$ cat config.mk
export PLATFORM = sky130hd
export DESIGN_NAME = inv_mix_cols
export DESIGN_NICKNAME = d
export VERILOG_FILES = /design/src/rtl/aes_defs.sv /design/src/rtl/inv_mix_col.sv /design/src/rtl/inv_mix_cols.sv
export SDC_FILE = /design/constraint.sdc
export NUM_CORES = 1
export LEC_CHECK = 0
export ABC_AREA = 1
export CORE_AREA = 2 2 153 155
export DETAILED_ROUTE_END_ITERATION = 7
export DIE_AREA = 0 0 155 157
export GPL_TIMING_DRIVEN = 0
export PLACE_DENSITY = 0.81
export SYNTH_ARGS = -nofsm -noshare
export SYNTH_HDL_FRONTEND = slang
export SYNTH_SLANG_ARGS = --single-unit
$ cat constraint.sdc
create_clock -name clk -period 3.1 [get_ports clk]
set_input_delay 0.62 -clock clk [delete_from_list [all_inputs] [get_ports clk]]
set_output_delay 0.62 -clock clk [all_outputs]
set_load 0.01 [all_outputs]
$ cat src/rtl/aes_defs.sv
// Shared AES definitions for the cipher datapath.
// Contents: GF(2^8) reduction constant, state and column widths,
// the xtime helper and the state encoding of the InvMixColumns unit.
package aes_defs;

    localparam logic [7:0] AES_POLY = 8'h1B;
    localparam int unsigned STATE_W  = 128;
    localparam int unsigned COL_W    = 32;

    typedef enum logic [1:0] {
        IMC_IDLE = 2'd0,
        IMC_BUSY = 2'd1,
        IMC_DONE = 2'd2
    } imc_state_t;

    // Multiply by x in GF(2^8) modulo x^8+x^4+x^3+x+1.
    function automatic logic [7:0] xtime(input logic [7:0] b);
        return {b[6:0], 1'b0} ^ (b[7] ? AES_POLY : 8'h00);
    endfunction

endpackage

$ cat src/rtl/inv_mix_col.sv
// Combinational InvMixColumns for a single 32-bit column.
// Ports:
//   x0..x3  input  8  column bytes, row 0..3
//   y0..y3  output 8  transformed column bytes, row 0..3
module inv_mix_col
    import aes_defs::*;
(
    input  logic [7:0] x0,
    input  logic [7:0] x1,
    input  logic [7:0] x2,
    input  logic [7:0] x3,
    output logic [7:0] y0,
    output logic [7:0] y1,
    output logic [7:0] y2,
    output logic [7:0] y3
);

    // Products by 09/0B/0D/0E share the x2/x4/x8 xtime chain.
    typedef struct packed {
        logic [7:0] m9;
        logic [7:0] mb;
        logic [7:0] md;
        logic [7:0] me;
    } prod_t;

    function automatic prod_t products(input logic [7:0] b);
        logic [7:0] b2;
        logic [7:0] b4;
        logic [7:0] b8;
        prod_t      p;
        b2   = xtime(b);
        b4   = xtime(b2);
        b8   = xtime(b4);
        p.m9 = b8 ^ b;
        p.mb = b8 ^ b2 ^ b;
        p.md = b8 ^ b4 ^ b;
        p.me = b8 ^ b4 ^ b2;
        return p;
    endfunction

    prod_t p0;
    prod_t p1;
    prod_t p2;
    prod_t p3;

    always_comb begin
        p0 = products(x0);
        p1 = products(x1);
        p2 = products(x2);
        p3 = products(x3);
        y0 = p0.me ^ p1.mb ^ p2.md ^ p3.m9;
        y1 = p0.m9 ^ p1.me ^ p2.mb ^ p3.md;
        y2 = p0.md ^ p1.m9 ^ p2.me ^ p3.mb;
        y3 = p0.mb ^ p1.md ^ p2.m9 ^ p3.me;
    end

endmodule

$ cat src/rtl/inv_mix_cols.sv
// Iterative AES InvMixColumns: accepts a 128-bit state, transforms one
// column per clock through a single shared column unit, then presents
// the result until downstream takes it.
// Ports:
//   clk        input   1    rising-edge clock
//   rst_n      input   1    asynchronous active-low reset
//   in_valid   input   1    in_state is valid
//   in_ready   output  1    block can accept a state this cycle
//   in_state   input   128  byte 0 = [127:120] .. byte 15 = [7:0]
//   out_valid  output  1    out_state holds a finished result
//   out_ready  input   1    downstream accepts out_state
//   out_state  output  128  InvMixColumns(in_state), same byte order
module inv_mix_cols
    import aes_defs::*;
(
    input  logic               clk,
    input  logic               rst_n,
    input  logic               in_valid,
    output logic               in_ready,
    input  logic [STATE_W-1:0] in_state,
    output logic               out_valid,
    input  logic               out_ready,
    output logic [STATE_W-1:0] out_state
);

    imc_state_t         state;
    logic [1:0]         col;
    logic [STATE_W-1:0] st;
    logic [COL_W-1:0]   col_in;
    logic [COL_W-1:0]   col_out;
    logic [STATE_W-1:0] st_wb;

    // Column c occupies bits [127-32c -: 32], row 0 in the top byte.
    always_comb begin
        col_in = '0;
        case (col)
            2'd0: col_in = st[127:96];
            2'd1: col_in = st[95:64];
            2'd2: col_in = st[63:32];
            2'd3: col_in = st[31:0];
            default: col_in = '0;
        endcase
    end

    inv_mix_col u_col (
        .x0(col_in[31:24]),
        .x1(col_in[23:16]),
        .x2(col_in[15:8]),
        .x3(col_in[7:0]),
        .y0(col_out[31:24]),
        .y1(col_out[23:16]),
        .y2(col_out[15:8]),
        .y3(col_out[7:0])
    );

    always_comb begin
        st_wb = st;
        case (col)
            2'd0: st_wb[127:96] = col_out;
            2'd1: st_wb[95:64]  = col_out;
            2'd2: st_wb[63:32]  = col_out;
            2'd3: st_wb[31:0]   = col_out;
            default: st_wb = st;
        endcase
    end

    // Only DONE lets out_ready reach in_ready, so a new state can be
    // accepted in the same cycle the previous result is consumed.
    assign in_ready  = (state == IMC_IDLE) | ((state == IMC_DONE) & out_ready);
    assign out_state = st;

    always_ff @(posedge clk or negedge rst_n) begin
        if (!rst_n) begin
            state     <= IMC_IDLE;
            col       <= '0;
            st        <= '0;
            out_valid <= 1'b0;
        end else begin
            case (state)
                IMC_IDLE: begin
                    if (in_valid) begin
                        st    <= in_state;
                        col   <= '0;
                        state <= IMC_BUSY;
                    end
                end
                IMC_BUSY: begin
                    st  <= st_wb;
                    col <= col + 2'd1;
                    if (col == 2'd3) begin
                        state     <= IMC_DONE;
                        out_valid <= 1'b1;
                    end
                end
                IMC_DONE: begin
                    if (out_ready) begin
                        out_valid <= 1'b0;
                        if (in_valid) begin
                            st    <= in_state;
                            col   <= '0;
                            state <= IMC_BUSY;
                        end else begin
                            state <= IMC_IDLE;
                        end
                    end
                end
                default: begin
                    state     <= IMC_IDLE;
                    out_valid <= 1'b0;
                end
            endcase
        end
    end

endmodule

* After elaboration in Yosys (flattened, before gate mapping)
Index checks and enable logic that the tools add are counted.
** Operators by class
- Add/subtract/negate cells :: 1
- $mul :: 0
- Div/mod/pow operators :: 0
- Order comparisons :: 0
- Equality and inequality tests :: 11
- Shift-type cells :: 0
- Multiplexer cells :: 31
- Bitwise operators :: 51
- Reduce and logical (&&, ||, !) cells :: 10
** Operators with widths (number)
- $pmux 128 s3 :: 1
- $xor 8x8->8 :: 48
- $mux 128 :: 2
- $mux 32 :: 4
- $pmux 32 s4 :: 1
- $mux 5 :: 12
- $reduce_and 3->1 :: 6
- $pmux 2 s3 :: 2
- $mux 2 :: 5
- $eq 2x2->1 const B :: 3
- $ne 2x1->1 const B :: 3
- $ne 2x2->1 const B :: 3
- $eq 2x1->1 const B :: 2
- $logic_not 2->1 :: 2
- $mux 1 :: 3
- $pmux 1 s3 :: 1
- $reduce_bool 3->1 :: 1
- $add 2x1->2 const B :: 1
- $reduce_and 2->1 :: 1
- $and 1x1->1 :: 1
- $not 1->1 :: 1
- $or 1x1->1 :: 1
** Word-level totals
- Register bits :: 133
- Bits in latches :: 0
- Bits in writable memories :: 0
- Bits in read-only memories :: 0
- Input port bits :: 132
- Word-level logic and storage cells :: 111
- Memories :: 0

* Logic depth before layout (Yosys ltp)
- Depth in word-level cells :: 15
- Mapped depth :: 21
- Depth with buffers taken out :: 20

* Hierarchy
From an unflattened synthesis, not the netlist that was laid out.
** Unflattened totals
- Cells, all modules :: 1823
- Area, all modules :: 11248.3 um2
** By module, submodules not included
- inv_mix_cols :: instances 1, cells an instance 1090, area an instance 7432.1 um2, sequential area each 3328.2 um2
- inv_mix_col :: instances 1, cells an instance 733, area an instance 3816.2 um2, sequential area each 0.0 um2

* Worst setup path after synthesis
OpenSTA, ideal clock, no wires.
- Kind :: register -> register
- Start :: register col[0]
- End :: register st[124] (netlist: out_state[124])
- Data arrival time :: 2340 ps
- Required time :: 2974 ps
- Path slack :: 634 ps
- Stages on the path, launching flop included :: 21
- Buffers on the path :: 2
- Cell sequence :: dfrtp_1 -> inv_1 -> ha_1 -> inv_2 -> buf_6 -> buf_8 -> nand2_1 -> o22ai_1 -> nand2_1 -> nand2_1 -> nand2_1 -> nand2_1 -> inv_1 -> nand2_1 -> nand2_1 -> inv_1 -> nand2_1 -> nand2_1 -> nand2_1 -> nand3_1 -> a21boi_1
** Between the ends
- Longest elaborated chain between the ends :: 13
** RTL lines
- start: declaration :: RTL line inv_mix_cols.sv:27 : logic [1:0] col;
- start signal: assignment :: RTL line inv_mix_cols.sv:89 : col <= col + 2'd1;
- $eq 2x2->1, or another cell as far along :: RTL line inv_mix_cols.sv:36 : case (col)
- $pmux 32 s4 :: RTL line inv_mix_cols.sv:36
- $xor 8x8->8 :: RTL line aes_defs.sv:18 : return {b[6:0], 1'b0} ^ (b[7] ? AES_POLY : 8'h00);
- $mux 5 / $xor 8x8->8 (equally long branches) :: RTL line aes_defs.sv:18
- $xor 8x8->8 / $mux 5 (equally long branches) :: RTL line aes_defs.sv:18
- $xor 8x8->8 :: RTL line aes_defs.sv:18
- $xor 8x8->8, on equally long branches (2 in a row) :: RTL line inv_mix_col.sv:37, inv_mix_col.sv:35
- $xor 8x8->8 (3 in a row) :: RTL line inv_mix_col.sv:51 : y0 = p0.me ^ p1.mb ^ p2.md ^ p3.m9;
- $mux 32 :: RTL line inv_mix_cols.sv:58 : case (col)
- $pmux 128 s3 :: RTL line inv_mix_cols.sv:79 : case (state)
- end signal: assignment :: RTL line inv_mix_cols.sv:82 : st <= in_state;
- end signal: assignment :: RTL line inv_mix_cols.sv:88 : st <= st_wb;
- end signal: assignment :: RTL line inv_mix_cols.sv:99 : st <= in_state;
- end: declaration :: RTL line inv_mix_cols.sv:28 : logic [STATE_W-1:0] st;
Several ways; a longest one is shown, not always the timed one. The select of a mux whose other input is x is not followed.
A chain may end at the register's enable or synchronous reset.

* Worst setup path in the final report
- Start :: register col[0]
- End :: register st[7] (netlist: out_state[7])
** Between the ends
- Longest elaborated chain between the ends :: 12
** RTL lines
- $eq 2x2->1, or another cell as far along :: RTL line inv_mix_cols.sv:36, inv_mix_cols.sv:58
- $pmux 32 s4 :: RTL line inv_mix_cols.sv:36
- $xor 8x8->8 (3 in a row) :: RTL line aes_defs.sv:18
- $xor 8x8->8, on equally long branches (2 in a row) :: RTL line inv_mix_col.sv:35, inv_mix_col.sv:36
- $xor 8x8->8 (3 in a row) :: RTL line inv_mix_col.sv:54 : y3 = p0.mb ^ p1.md ^ p2.m9 ^ p3.me;
- $mux 32 :: RTL line inv_mix_cols.sv:58
- $pmux 128 s3 :: RTL line inv_mix_cols.sv:79
Several ways; a longest one is shown, not always the timed one. The select of a mux whose other input is x is not followed.

==> flow_summary.yaml <==
floorplan:
  die-area_um2: 24340
  initial_util_pct: 51.68
  design.core.area_um2: 22500
  pin_count: 262
  die_w_um: 155
  placement_rows: 55
  die_h_um: 157
global_route:
  grt_usage_pct: 45.42
  grt.overflow.total: 0
  top_usage_layer: "met2"
  grt_first_pass_wirelength_mm: 81.70
  antenna_found_initial: 0
  maximum_number_of_pins_on_one_net_before_global_route_repair: 88
  first_global_vias: 13620
  met2_usage_pct: 71.87
  grt_use_met3_pct: 12.17
  globalRouteMet1Util_pct: 55.95
run_status:
  outcome: "complete, but fails checks"
  failed_checks: "design-rule violations"
clock_network:
  root_buffer: "sky130_fd_sc_hd__clkbuf_16"
  clkSlewWorstSetupHoldPaths_ps: 70
  h-tree-depth: 4
  cts_inserted_buffers: 17
  cts_tree: "done"
  insertion_delay_ps: 450
  clock_tree.buffer_depth: 2
  numClockSinks: 133
drt:
  detail_route.wl_per_cell_um: 23.75
  initial_drt_markers: 1631
  detailedRoute.firstPassIterationCount: 8
  post_drt_via_cell_ratio: 6.091
  route.vias.total: 14820
  ant_nets: 0
  drt_drc_violations_left: 6
  finalWirelength_mm: 57.78
layout:
  final_nets: 2272
  fin_cells: 2433
  post_route_cells_drive_above_1_share_pct: 21.74
  antenna_cells_inserted: 0
  syn_to_final_growth_pct: 46.23
worst_setup_path:
  crit_path_end_kind: "flip-flop"
  cp-startpoint: "col[0]$_DFFE_PN0P_"
  worstPathMaxFanout: 10
  path_class: "reg -> reg"
  worst_ep_required_time_ps: 3450
  r2r_start: "col[0]$_DFFE_PN0P_"
  startpoint_type: "flip-flop"
  critPathArrivalTime_ps: 3450
sta:
  finalWorstPathRequiredPeriod_ps: 3097
  worst_clock_skew_ps: 11.28
  min_period_over_period_pct: 99.91
  setup_viol: 0
  grt_setup_unrepaired: "yes"
  max_freq_mhz: 322.9
  hold_violations: 0
  timing.final.ws_setup_ps: 2.926
  hold_slack_ps: 97.47
  finalMaxSlewViolations: 0
  timing_worst_slew_pin_value_ps: 1004
  maxSlewHeadroom_pct: 33.10
yosys:
  yosys_warnings: 0
  synth_nets: 1913
  ys_types: 45
  yosys_register_bits: 133
  synth_sequential_area_ratio_pct: 28.62
  synth-main-ff-cell: "sky130_fd_sc_hd__dfrtp_1"
  syn_avg_cell_area_um2: 6.548
  syn-cell-area_um2: 11630
  syn-instance-count: 1776
  post_synth_edffs: 0
  synthArstFlopShare_pct: 100.0
placed_design:
  detailedPlace.worstSlack_ps: -691.4
  place.detailed.hpwl_mm: 42.99
  portBuffers: 261
  place_congestion: 1.051
  placed_cells_incl_taps: 2323
job:
  drv_cap: 0
hold_path:
  min_path_type: "in -> async"
## timing repair
| item | 4_1_cts | 5_1_grt |
|---|---|---|
| hold buffers | 0 | 0 |
| setup endpoints to repair | 125 | 128 |
| setup buffers | 31 | 46 |
| gates cloned | 0 | 1 |
| resized for setup | 111 | 175 |
| pin swaps | 18 | 54 |
## cell type report
class                   instances  area (um^2)
plain buffers                  61        410.4
multi-input cells            1451         8542
clock inverters                15        180.2
well taps                     285        356.6
clock buffers                  17        425.4
flip-flops and latches        133         3329
inverters                     131        499.2
repair buffers                340         3262
fillers                      1701         5498
## per-stage QoR
stage                     util (%)  cell area (um^2)  setup TNS (ps)
after floorplan                  -             11630               0
after global placement       64.87             14600         -546970
after detailed placement     65.00             14630          -35740
after CTS                    70.98             15970          -558.5
after global routing         75.57             17010           -1314
final                        75.57             17010               0
## registers in the layout, indices dropped and copies added (netlist names)
signal / count
out_valid: 1
state: 2
col: 2
out_state: 128
## synth_stat cells, drive strengths merged, types with 2 or more instances
library cell,count,share of area [%]
nand4,5,0.27
o21ai,32,1.8
buf,21,1.5
o22ai,4,0.38
o21bai,18,1.9
a21boi,74,4.8
nor2,83,3.5
nand2b,2,0.11
xor2,77,6.2
nand2,733,24
or2,79,4.3
dfrtp,133,29
ha,5,0.54
inv,131,4.2
xnor2,25,1.9
a2bb2oi,19,1.4
a22oi,5,0.32
nand3b,7,0.45
nand3,130,5.8
a21oi,150,6.6
clkbuf,40,1.3
## worst paths after layout
| check | endpoint | slack (ps) | cells after the start |
|---|---|---|---|
| max | out_state[7]$_DFFE_PN0P_ | 3 | 15 |
| min | out_state[19]$_DFFE_PN0P_ | 100 | 1 |
| max reg2reg | out_state[7]$_DFFE_PN0P_ | 3 | 15 |
| min reg2reg | out_state[41]$_DFFE_PN0P_ | 510 | 2 |
| max in group asynchronous | out_state[20]$_DFFE_PN0P_ | 2180 | 2 |
| min in group clk | out_state[41]$_DFFE_PN0P_ | 510 | 2 |
## layout by cell type (no fill, tap or decap), types with 7 or more instances in the layout
cell type / count
sky130_fd_sc_hd__a21boi_0: 9
sky130_fd_sc_hd__a21boi_1: 52
sky130_fd_sc_hd__a21boi_2: 13
sky130_fd_sc_hd__a21oi_1: 133
sky130_fd_sc_hd__a21oi_2: 13
sky130_fd_sc_hd__a2bb2oi_1: 16
sky130_fd_sc_hd__buf_12: 8
sky130_fd_sc_hd__buf_4: 76
sky130_fd_sc_hd__buf_6: 12
sky130_fd_sc_hd__clkbuf_1: 39
sky130_fd_sc_hd__clkbuf_16: 17
sky130_fd_sc_hd__clkdlybuf4s50_1: 260
sky130_fd_sc_hd__dfrtp_1: 132
sky130_fd_sc_hd__inv_1: 121
sky130_fd_sc_hd__inv_2: 8
sky130_fd_sc_hd__inv_6: 7
sky130_fd_sc_hd__nand2_1: 655
sky130_fd_sc_hd__nand2_2: 63
sky130_fd_sc_hd__nand2_4: 15
sky130_fd_sc_hd__nand3_1: 99
sky130_fd_sc_hd__nand3_2: 19
sky130_fd_sc_hd__nand3_4: 12
sky130_fd_sc_hd__nand3b_1: 7
sky130_fd_sc_hd__nor2_1: 45
sky130_fd_sc_hd__nor2_2: 18
sky130_fd_sc_hd__nor2_4: 20
sky130_fd_sc_hd__o21ai_0: 7
sky130_fd_sc_hd__o21ai_1: 7
sky130_fd_sc_hd__o21ai_2: 10
sky130_fd_sc_hd__o21ai_4: 8
sky130_fd_sc_hd__o21bai_4: 15
sky130_fd_sc_hd__or2_2: 77
sky130_fd_sc_hd__xnor2_1: 22
sky130_fd_sc_hd__xor2_1: 59
sky130_fd_sc_hd__xor2_2: 17
## cell families after synthesis
group / synth area share [%]
AOI/OAI and AO/OA: 17.36
xor gates and xnor gates: 8.037
adders and majority gates: 0.5380
buffers and inverters: 7.048
DFF: 28.62
and+or+nand+nor: 38.40
## metal layers
layer / vias to the layer above / part of all wire [%]
met5: - / 0
met3: 338 / 13
met2: 1190 / 44
met1: 6900 / 35
met4: 0 / 7.7
li1: 6392 / -
## critical path, stage by stage (launching register included)
cell and delay [ps]:
sky130_fd_sc_hd__dfrtp_2 450, sky130_fd_sc_hd__ha_1 210, sky130_fd_sc_hd__buf_4 170, sky130_fd_sc_hd__clkbuf_4 230, sky130_fd_sc_hd__nand2_1 130, sky130_fd_sc_hd__nand2_1 160, sky130_fd_sc_hd__nor2_1 210, sky130_fd_sc_hd__nor2_4 80
sky130_fd_sc_hd__nand2_1 90, sky130_fd_sc_hd__nand2_1 140, sky130_fd_sc_hd__xor2_2 200, sky130_fd_sc_hd__xnor2_2 280, sky130_fd_sc_hd__inv_1 100, sky130_fd_sc_hd__nand2_1 100, sky130_fd_sc_hd__nand3_2 210, sky130_fd_sc_hd__a22oi_2 250
Power is left out: the tool's default activity adds up to more than one toggle a clock period on the data nets, which glitch-free logic cannot reach.
